<file path="src/rtl/hex_display_arbiter_pkg.sv">
// Shared types and constants for the HEX display arbiter: FSM states,
// owner codes, register map and the blank segment pattern.
package hex_arb_pkg;

  typedef enum logic [1:0] {
    IDLE    = 2'd0,
    HPS_OWN = 2'd1,
    FAB_OWN = 2'd2
  } state_e;

  typedef enum logic [1:0] {
    OWNER_NONE = 2'd0,
    OWNER_HPS  = 2'd1,
    OWNER_FAB  = 2'd2
  } owner_e;

  localparam logic [1:0] ADDR_DATA   = 2'd0;
  localparam logic [1:0] ADDR_CTRL   = 2'd1;
  localparam logic [1:0] ADDR_STATUS = 2'd2;
  localparam logic [1:0] ADDR_LEASE  = 2'd3;

  // Segments are active-low, so all ones turns every segment off.
  localparam int                   SEG_W_STD = 21;
  localparam logic [SEG_W_STD-1:0] SEG_BLANK = '1;

  // Owner code reported in STATUS for a given FSM state.
  function automatic owner_e owner_of(input state_e s);
    owner_e o;
    case (s)
      HPS_OWN: o = OWNER_HPS;
      FAB_OWN: o = OWNER_FAB;
      default: o = OWNER_NONE;
    endcase
    return o;
  endfunction

  // A zero lease would never count, so it is stored as one cycle.
  function automatic logic [31:0] lease_value(input logic [31:0] wd);
    return (wd == 32'd0) ? 32'd1 : wd;
  endfunction

endpackage

</file>
<file path="src/rtl/hex_display_arbiter_if.sv">
// Avalon-MM register port of the HEX display arbiter.
interface hex_display_arbiter_if;
  logic [1:0]  address;
  logic        write;
  logic [31:0] writedata;
  logic        read;
  logic [31:0] readdata;

  modport master (output address, write, writedata, read, input readdata);
  modport slave  (input address, write, writedata, read, output readdata);
endinterface

</file>
<file path="src/rtl/hex_display_arbiter_csr.sv">
// Avalon register file (HPS_DATA, CTRL, LEASE) and registered readdata mux.
module hex_arb_csr
  import hex_arb_pkg::*;
#(
  parameter int          SEG_W         = 21,
  parameter logic [31:0] LEASE_DEFAULT = 32'd50_000_000
) (
  input  logic                  clk,
  input  logic                  reset_n,
  hex_display_arbiter_if.slave  avs,
  input  owner_e                owner,
  input  logic                  fab_req,
  input  logic                  lease_expired,
  output logic [SEG_W-1:0]      hps_data,
  output logic                  hps_en,
  output logic                  blank,
  output logic [31:0]           lease
);

  logic [31:0] rd_next;

  // readdata is refreshed every cycle, so the read strobe carries no information.
  logic unused_read;
  assign unused_read = avs.read;

  // Register writes land on the clock edge of the write strobe.
  always_ff @(posedge clk or negedge reset_n) begin
    // NOTE: sequential state uses non-blocking assignments so every flop samples pre-edge values.
    if (!reset_n) begin
      hps_data <= '1;
      hps_en   <= 1'b0;
      blank    <= 1'b0;
      lease    <= LEASE_DEFAULT;
    end else if (avs.write) begin
      case (avs.address)
        ADDR_DATA:  hps_data <= avs.writedata[SEG_W-1:0];
        ADDR_CTRL: begin
          hps_en <= avs.writedata[0];
          blank  <= avs.writedata[1];
        end
        ADDR_LEASE: lease <= lease_value(avs.writedata);
        default:    ;
      endcase
    end
  end

  // Read mux; unused bits read as zero.
  always_comb begin
    rd_next = '0;
    case (avs.address)
      ADDR_DATA:   rd_next = 32'(hps_data);
      ADDR_CTRL:   rd_next = {30'd0, blank, hps_en};
      ADDR_STATUS: rd_next = {28'd0, lease_expired, fab_req, owner};
      ADDR_LEASE:  rd_next = lease;
      default:     rd_next = '0;
    endcase
  end

  // Readdata register: valid one cycle after the address is presented.
  always_ff @(posedge clk or negedge reset_n) begin
    if (!reset_n) avs.readdata <= '0;
    else          avs.readdata <= rd_next;
  end

endmodule

</file>
<file path="src/rtl/hex_display_arbiter.sv">
// Shares the HEX digits between the HPS and one fabric requester using a
// leased, round-robin ownership FSM and a registered segment bus.
module hex_display_arbiter
  import hex_arb_pkg::*;
#(
  parameter int          NUM_DIGITS    = 3,
  parameter logic [31:0] LEASE_DEFAULT = 32'd50_000_000
) (
  input  logic                    clk,
  input  logic                    reset_n,
  hex_display_arbiter_if.slave    avs,
  input  logic                    fab_req,
  input  logic [7*NUM_DIGITS-1:0] fab_data,
  output logic                    fab_grant,
  output logic [7*NUM_DIGITS-1:0] hex_out
);

  localparam int SEG_W = 7 * NUM_DIGITS;

  state_e           state, next_state;
  owner_e           last_owner;
  logic [31:0]      lease_cnt, lease;
  logic [SEG_W-1:0] hps_data, hex_next;
  logic             fab_req_q, hps_en, blank, lease_expired, grant;

  assign lease_expired = (state != IDLE) && (lease_cnt == 32'd0);

  hex_arb_csr #(
    .SEG_W         (SEG_W),
    .LEASE_DEFAULT (LEASE_DEFAULT)
  ) u_csr (
    .clk           (clk),
    .reset_n       (reset_n),
    .avs           (avs),
    .owner         (owner_of(state)),
    .fab_req       (fab_req_q),
    .lease_expired (lease_expired),
    .hps_data      (hps_data),
    .hps_en        (hps_en),
    .blank         (blank),
    .lease         (lease)
  );

  // Next ownership: round-robin tie-break in IDLE, switch only after expiry.
  always_comb begin
    // NOTE: defaults assigned first keep every path covered, so no latch is inferred.
    next_state = state;
    case (state)
      IDLE: begin
        if (hps_en && fab_req_q)
          next_state = (last_owner == OWNER_HPS) ? FAB_OWN : HPS_OWN;
        else if (hps_en)
          next_state = HPS_OWN;
        else if (fab_req_q)
          next_state = FAB_OWN;
      end
      HPS_OWN: begin
        if (!hps_en)                       next_state = IDLE;
        else if (lease_expired && fab_req_q) next_state = FAB_OWN;
      end
      FAB_OWN: begin
        if (!fab_req_q)                    next_state = IDLE;
        else if (lease_expired && hps_en)  next_state = HPS_OWN;
      end
      default: next_state = IDLE;
    endcase
    grant = (next_state != IDLE) && (next_state != state);
  end

  // Display source for the next cycle; blank overrides without touching arbitration.
  always_comb begin
    hex_next = '1;
    if (!blank) begin
      case (state)
        HPS_OWN: hex_next = hps_data;
        FAB_OWN: hex_next = fab_data;
        default: hex_next = '1;
      endcase
    end
  end

  // Ownership state, lease counter, grant and segment output registers.
  always_ff @(posedge clk or negedge reset_n) begin
    if (!reset_n) begin
      state      <= IDLE;
      last_owner <= OWNER_FAB;
      lease_cnt  <= 32'd0;
      fab_req_q  <= 1'b0;
      fab_grant  <= 1'b0;
      hex_out    <= '1;
    end else begin
      // Registering the request gives both requesters the same one-cycle latency.
      fab_req_q <= fab_req;
      state     <= next_state;
      fab_grant <= (next_state == FAB_OWN);
      hex_out   <= hex_next;
      if (grant) begin
        lease_cnt  <= lease;
        last_owner <= owner_of(next_state);
      end else if (state != IDLE && lease_cnt != 32'd0) begin
        lease_cnt <= lease_cnt - 32'd1;
      end
    end
  end

endmodule

</file>
<file path="src/flat_wrapper.sv">
// flat-port wrapper written by rule: the top's interface ports become plain ports
module hex_display_arbiter_flat import hex_arb_pkg::*;
#(
  parameter int          NUM_DIGITS    = 3,
  parameter logic [31:0] LEASE_DEFAULT = 32'd50_000_000
)
  (clk, reset_n, fab_req, fab_data, fab_grant, hex_out, avs_address, avs_write, avs_writedata, avs_read, avs_readdata);
  hex_display_arbiter_if avs_i ();
  input  logic clk;
  input  logic reset_n;
  input  logic fab_req;
  input  logic [7*NUM_DIGITS-1:0] fab_data;
  output logic fab_grant;
  output logic [7*NUM_DIGITS-1:0] hex_out;
  input wire logic [$bits(avs_i.address)-1:0] avs_address;
  input wire logic [$bits(avs_i.write)-1:0] avs_write;
  input wire logic [$bits(avs_i.writedata)-1:0] avs_writedata;
  input wire logic [$bits(avs_i.read)-1:0] avs_read;
  output wire logic [$bits(avs_i.readdata)-1:0] avs_readdata;
  assign avs_i.address = avs_address;
  assign avs_i.write = avs_write;
  assign avs_i.writedata = avs_writedata;
  assign avs_i.read = avs_read;
  assign avs_readdata = avs_i.readdata;
  hex_display_arbiter #(.NUM_DIGITS(NUM_DIGITS), .LEASE_DEFAULT(LEASE_DEFAULT)) u_core (.clk(clk), .reset_n(reset_n), .avs(avs_i), .fab_req(fab_req), .fab_data(fab_data), .fab_grant(fab_grant), .hex_out(hex_out));
endmodule
</file>
<file path="config.mk">
export PLATFORM = sky130hd
export DESIGN_NAME = hex_display_arbiter_flat
export DESIGN_NICKNAME = d
export VERILOG_FILES = /design/src/rtl/hex_display_arbiter_pkg.sv /design/src/rtl/hex_display_arbiter_if.sv /design/src/rtl/hex_display_arbiter_csr.sv /design/src/rtl/hex_display_arbiter.sv /design/src/flat_wrapper.sv
export SDC_FILE = /design/constraint.sdc
export NUM_CORES = 1
export LEC_CHECK = 0
export CAP_MARGIN = 20
export CORE_MARGIN = 4
export CORE_UTILIZATION = 53
export CTS_CLUSTER_DIAMETER = 30
export CTS_CLUSTER_SIZE = 16
export DETAILED_ROUTE_END_ITERATION = 12
export PLACE_DENSITY = 0.87
export SYNTH_ARGS = -nofsm -noshare
export SYNTH_HDL_FRONTEND = slang
export SYNTH_SLANG_ARGS = --single-unit
</file>
<file path="constraint.sdc">
create_clock -name clk -period 4.1 [get_ports clk]
set_input_delay 0.82 -clock clk [delete_from_list [all_inputs] [get_ports clk]]
set_output_delay 0.82 -clock clk [all_outputs]
set_load 0.05 [all_outputs]
</file>
* Yosys cells after proc, flatten, opt, wreduce, memory -nomap -nowiden *
Index checks and enable logic that the tools add are counted.

storage, ports and cells
  register bits = 146
  input port bits = 60
  output and inout bits = 54
  word-level logic and storage cells = 55

cells by class
  $add $sub $neg = 1
  equality and inequality tests = 9
  muxes and demuxes = 17
  reduce and logical (&&, ||, !) cells = 17

operator list
  operator                                            count
  one-hot mux 32 bit (4 select lines)                 1
  2-to-1 mux 32 bit                                   3
  zero test 32 bit                                    2
  one-hot mux 21 bit (2 select lines)                 1
  nonzero test 32 bit                                 1
  subtractor 32 x 1 -> 32 bit, second input constant  1
  2-to-1 mux 21 bit                                   1
  2-to-1 mux 2 bit                                    8
  == test 2 x 1 -> 1 bit, second input constant       4
  == test 2 bit, second input constant                4
  one-hot mux 2 bit (2 select lines)                  2
  logical AND 1 bit                                   6
  one-hot mux 2 bit (3 select lines)                  1
  AND reduction 2 bit                                 3
  nonzero test 2 bit                                  3
  zero test 2 bit                                     2
  != test 2 bit                                       1

* Depth between registers and ports, before layout *
  depth after elaboration = 9
  mapped depth = 12
  depth with buffers taken out = 9

* Hierarchy *
A second synthesis with hierarchy kept.

unflattened totals
  cells, all modules = 510
  area, all modules = 6799.0 µm²

modules (own cells, without submodules)
  module               instances  cells each  area an instance (µm²)  sequential area each (µm²)
  hex_arb_csr          1          205         3513.4                  2218.4
  hex_display_arbiter  1          305         3285.7                  1503.9

* Worst setup path after synthesis *
OpenSTA, ideal clock, no wires.

  path type = reg-to-reg
  start = reg u_core.lease_cnt[17]
  end = reg u_core.lease_cnt[28]
  library setup time = 118 ps
  data arrival time = 2790 ps
  required time = 3982 ps
  path slack = 1191 ps
  cell stages (with the launch flop) = 8
  buffers on the path = 0
  cell sequence = dfrtp_1 > or4_4 > or4_4 > or4_4 > a2bb2oi_4 > o32ai_4 > a221o_1 > a21o_1

between the ends
  longest elaborated chain between the ends = 9
  elaborated cells on any way between the ends = 18
  those cells by class = 1 x add/sub; 1 x eq/ne; 7 x mux; 9 x reduce/logical

ends and longest elaborated chain
  what                                                     line                                                  source
  start: declaration                                       hex_display_arbiter.sv:22                             logic [31:0] lease_cnt, lease;
  start signal: assignment                                 hex_display_arbiter.sv:98                             lease_cnt <= lease;
  start signal: assignment                                 hex_display_arbiter.sv:101                            lease_cnt <= lease_cnt - 32'd1;
  zero test 32 bit                                         hex_display_arbiter.sv:26                             assign lease_expired = (state != IDLE) && (lease_cnt == 32'd0);
  logical AND 1 bit                                        hex_display_arbiter.sv:26
  logical AND 1 bit (on tied branches)                     hex_display_arbiter.sv:63, hex_display_arbiter.sv:59
  2-to-1 mux 2 bit (on tied branches)                      hex_display_arbiter.sv:63, hex_display_arbiter.sv:59
  2-to-1 mux 2 bit (on tied branches)                      hex_display_arbiter.sv:62, hex_display_arbiter.sv:58
  one-hot mux 2 bit (3 select lines)                       hex_display_arbiter.sv:48                             case (state)
  != test 2 bit or nonzero test 2 bit (tied branches)      hex_display_arbiter.sv:67                             grant = (next_state != IDLE) && (next_state != state);
  logical AND 1 bit                                        hex_display_arbiter.sv:67
  2-to-1 mux 32 bit or nonzero test 2 bit (tied branches)  n/a

Parallel ways exist; a longest one is shown, timed or not. The select of a mux whose other input is x is not followed.
A chain may end at the register's enable or synchronous reset.

* Worst setup path after layout *
  start = reg u_core.lease_cnt[8]
  end = reg u_core.last_owner[1]

between the ends
  longest elaborated chain between the ends = 8
  elaborated cells on any way between the ends = 15
  those cells by class = 3 x eq/ne; 6 x mux; 6 x reduce/logical

ends and longest elaborated chain
  what                                                                     line                                                      source
  zero test 32 bit (*)                                                     hex_display_arbiter.sv:26
  logical AND 1 bit (*)                                                    hex_display_arbiter.sv:26
  logical AND 1 bit (on tied branches)                                     hex_display_arbiter.sv:63, hex_display_arbiter.sv:59
  2-to-1 mux 2 bit (on tied branches)                                      hex_display_arbiter.sv:63, hex_display_arbiter.sv:59
  2-to-1 mux 2 bit (on tied branches)                                      hex_display_arbiter.sv:62, hex_display_arbiter.sv:58
  one-hot mux 2 bit (3 select lines) (*)                                   hex_display_arbiter.sv:48
  == test 2 bit, or another cell as far along                              hex_display_arbiter_pkg.sv:29                             case (s)
  one-hot mux 2 bit (2 select lines) or logical AND 1 bit (tied branches)  hex_display_arbiter_pkg.sv:29, hex_display_arbiter.sv:67
  end signal: assignment                                                   hex_display_arbiter.sv:99                                 last_owner <= owner_of(next_state);
  end: declaration                                                         hex_display_arbiter.sv:21                                 owner_e last_owner;

Every way passes the cells marked *; elsewhere a longest branch is shown, timed or not.

==> flow_metrics.py <==
metrics = {
    "drt": {
        "drtAntennaViolNets": 0,
        "totalWireLength_mm": 17.3,
        "avgViaCountPerCell": 6.18,
        "avgRoutedWirePerCell_um": 22.0,
        "drtPass1Iterations": 5,
        "num_vias": 4857,
        "drc": 0,
        "drt-initial-drc-count": 552,
    },
    "clock_tree": {
        "htree_num_levels": 4,
        "ctsResizeCount": 0,
        "ctsHoldBuffers": 0,
        "clock_sink_count": 146,
        "worstSkewPairLatency_ns": 0.43,
        "cts-root-buf": "clkbuf_16",
        "cts_buffers": 17,
        "clock_path_buffers": 2,
        "clk_pin_slew_worst_paths_ns": 0.06,
        "cts_setup_buffers": 0,
        "cts_tree": "built",
    },
    "final_layout": {
        "multi_input_area_um2": 2560,
        "layout.nets": 693,
        "area_growth_pct": 29.3,
        "seq_area_um2": 3720,
        "n_fill_cell": 779,
        "antennaDiodeCount": 0,
        "final_core_util_pct": 69.6,
        "drive_gt1_share_pct": 26.3,
        "fin_cells": 786,
    },
    "critical_path": {
        "path_class": "flip-flop to flip-flop",
        "critPathLaunchType": "flip-flop",
        "worstPathRequired_ns": 4.45,
        "worstPathArrival_ns": 3.73,
        "worstSetupEndpointType": "flip-flop",
        "crit_path_max_fanout": 42,
    },
    "min_path": {
        "hp-class": "flip-flop to flip-flop",
    },
    "yosys": {
        "syn_inst": 511,
        "yosysWarnings": 0,
        "synthesis.nets": 578,
        "ys_top_cells_by_area": "dfrtp_1 (35%), dfstp_2 (22%), mux2_2 (9.6%)",
        "synth_enable_flop_cells": 0,
        "ys_ff_latch": 146,
        "synthArstFlopShare_pct": 100,
        "synth_cell_type_count": 55,
        "yosysSeqAreaShare_pct": 57.8,
        "yosys_most_used_dff": "dfrtp_1",
        "synth_top_area_share_pct": 35.4,
        "netlist_area_um2": 6440,
        "yosys-top-cells-count": "dfrtp_1 (91), dfstp_2 (55), mux2_2 (55)",
        "yosysMostFrequentCell": "dfrtp_1",
        "syn_area_per_cell_um2": 12.6,
        "yosys.area.top_type": "dfrtp_1",
    },
    "timing": {
        "finalMaxSlewViolations": 0,
        "grt_setup_unrepaired": "no",
        "hold_violations": 0,
        "tightest_slew_ns": 1.01,
        "finalSetupViolations": 0,
        "clock_skew_ns": 0.0108,
        "finalCriticalPeriod_ns": 3.38,
        "finalSetupTns_ns": 0,
        "fin_crit_sh_pct": 82.4,
        "setup_slack_ns": 0.720,
        "fmax_mhz": 296,
        "slew-limit-headroom_pct": 32.6,
    },
    "floorplan": {
        "coreArea_um2": 12000,
        "start_util_pct": 53.8,
        "pin_count": 114,
        "std_cell_rows": 40,
        "die_area_um2": 14000,
        "die_h_um": 118,
        "die_w_um": 118,
    },
    "grt": {
        "grt_pass1_wl_mm": 27.5,
        "grt_max_degree": 115,
        "grt_antenna_before_repair": 0,
        "grt_pass1_vias": 5071,
        "grt_overflow_total": 0,
        "groute.usage.overall_pct": 25.4,
    },
    "run_status": {
        "status": "finished, final reports clean",
    },
    "power_and_ir_drop": {
        "finalPower_uw": 6440,
        "powerDensity_nw_per_um2": 773,
        "peakVddDrop_mv": 0.447,
        "leakage_uw": 0.00339,
    },
    "placed_design": {
        "dp_cells": 754,
        "port_buffers": 112,
        "pre_cts_ws_ns": 0.785,
        "place.detailed.hpwl_mm": 11.2,
        "gp_congestion": 0.920,
    },
    "run": {
        "max-cap-violations": 0,
    },
}
[routing by layer]
layer | track usage, % | wire [um]
met5 | 0 | 0
met4 | 13.3 | 569
met3 | 5.74 | 964
met2 | 42.3 | 8860
met1 | 31.0 | 6920
[worst paths after layout]
check                                        from                      to  slack, ns  cells after the start
min                        u_core.u_csr.lease[22]    u_core.lease_cnt[22]       0.51                      2
min in group asynchronous                 reset_n     u_core.lease_cnt[6]       0.53                      1
min reg2reg                u_core.u_csr.lease[22]    u_core.lease_cnt[22]       0.51                      2
max                           u_core.lease_cnt[8]    u_core.last_owner[1]       0.72                      7
max reg2reg                   u_core.lease_cnt[8]    u_core.last_owner[1]       0.72                      7
max in group asynchronous                 reset_n  u_core.u_csr.lease[21]       2.63                      2
[registers in the layout (all words and copies together), names as in the netlist]
| signal | count |
|---|---|
| u_core.fab_grant | 1 |
| u_core.fab_req_q | 1 |
| u_core.hex_out | 21 |
| u_core.last_owner | 2 |
| u_core.lease_cnt | 32 |
| u_core.state | 2 |
| u_core.u_csr.avs.readdata | 32 |
| u_core.u_csr.blank | 1 |
| u_core.u_csr.hps_data | 21 |
| u_core.u_csr.hps_en | 1 |
| u_core.u_csr.lease | 32 |
[report_power, final]
part           total, uW  switching [uW]  internal, uW
logic               2470            1520           950
registers           2350             358          1990
clock network       1620             640           982
[placed cells by master, fill, tap and decap left out, drive strengths merged, types with 4 or more instances in the layout]
cell type	Yosys	layout
a21o	4	4
a21oi	5	5
a221o	26	26
a22o	19	19
and3	12	12
buf	10	13
clkbuf	18	19
clkdlybuf4s50	0	111
clkinvlp	0	4
dfrtp	91	91
dfstp	55	55
ha	7	7
inv	9	13
mux2	56	56
nand2	34	34
nand3	7	7
nand4	5	5
nor2	25	25
nor3	12	12
nor4	18	18
o21ai	25	25
o31ai	5	5
or4	10	10
xnor2	17	17
xor2	6	6
[metrics by stage]
step / area [um^2] / hold slack, ns
floorplan: 6440 / 0.458
global placement: 7710 / 0.480
detailed placement: 7710 / 0.495
CTS: 8330 / 0.505
global route: 8330 / 0.534
finish: 8330 / 0.509
[cell type report]
cell class,instances,share of cell area [%]
Inverter,9,0.406
Multi-Input combinational cell,328,30.8
Clock buffer,19,5.32
Tap cell,147,2.21
Sequential cell,146,44.7
Clock inverter,13,2.06
Timing Repair Buffer,124,14.6
[cell families (layout without fill, tap and decap cells)]
| kind of cell | count (synthesis) | in the layout | share of synthesized area, % |
|---|---|---|---|
| DFF | 146 | 146 | 57.8 |
| xor gates and xnor gates | 23 | 23 | 3.13 |
| adders and majority gates | 7 | 7 | 1.36 |
| muxes | 58 | 58 | 10.5 |
| and+or+nand+nor | 138 | 138 | 11.7 |
| buffers and inverters | 37 | 165 | 2.45 |
| AOI/OAI and AO/OA | 102 | 102 | 13.1 |
[critical path, cell delays in order, from the launching register on]
cell,delay (ns)
dfrtp_1,0.43
or4_1,0.72
or2_2,0.39
o41ai_2,0.36
a22oi_1,0.23
o32ai_4,0.35
buf_4,0.44
mux2_1,0.36
Note: power is estimated with default switching activity, not from simulation.
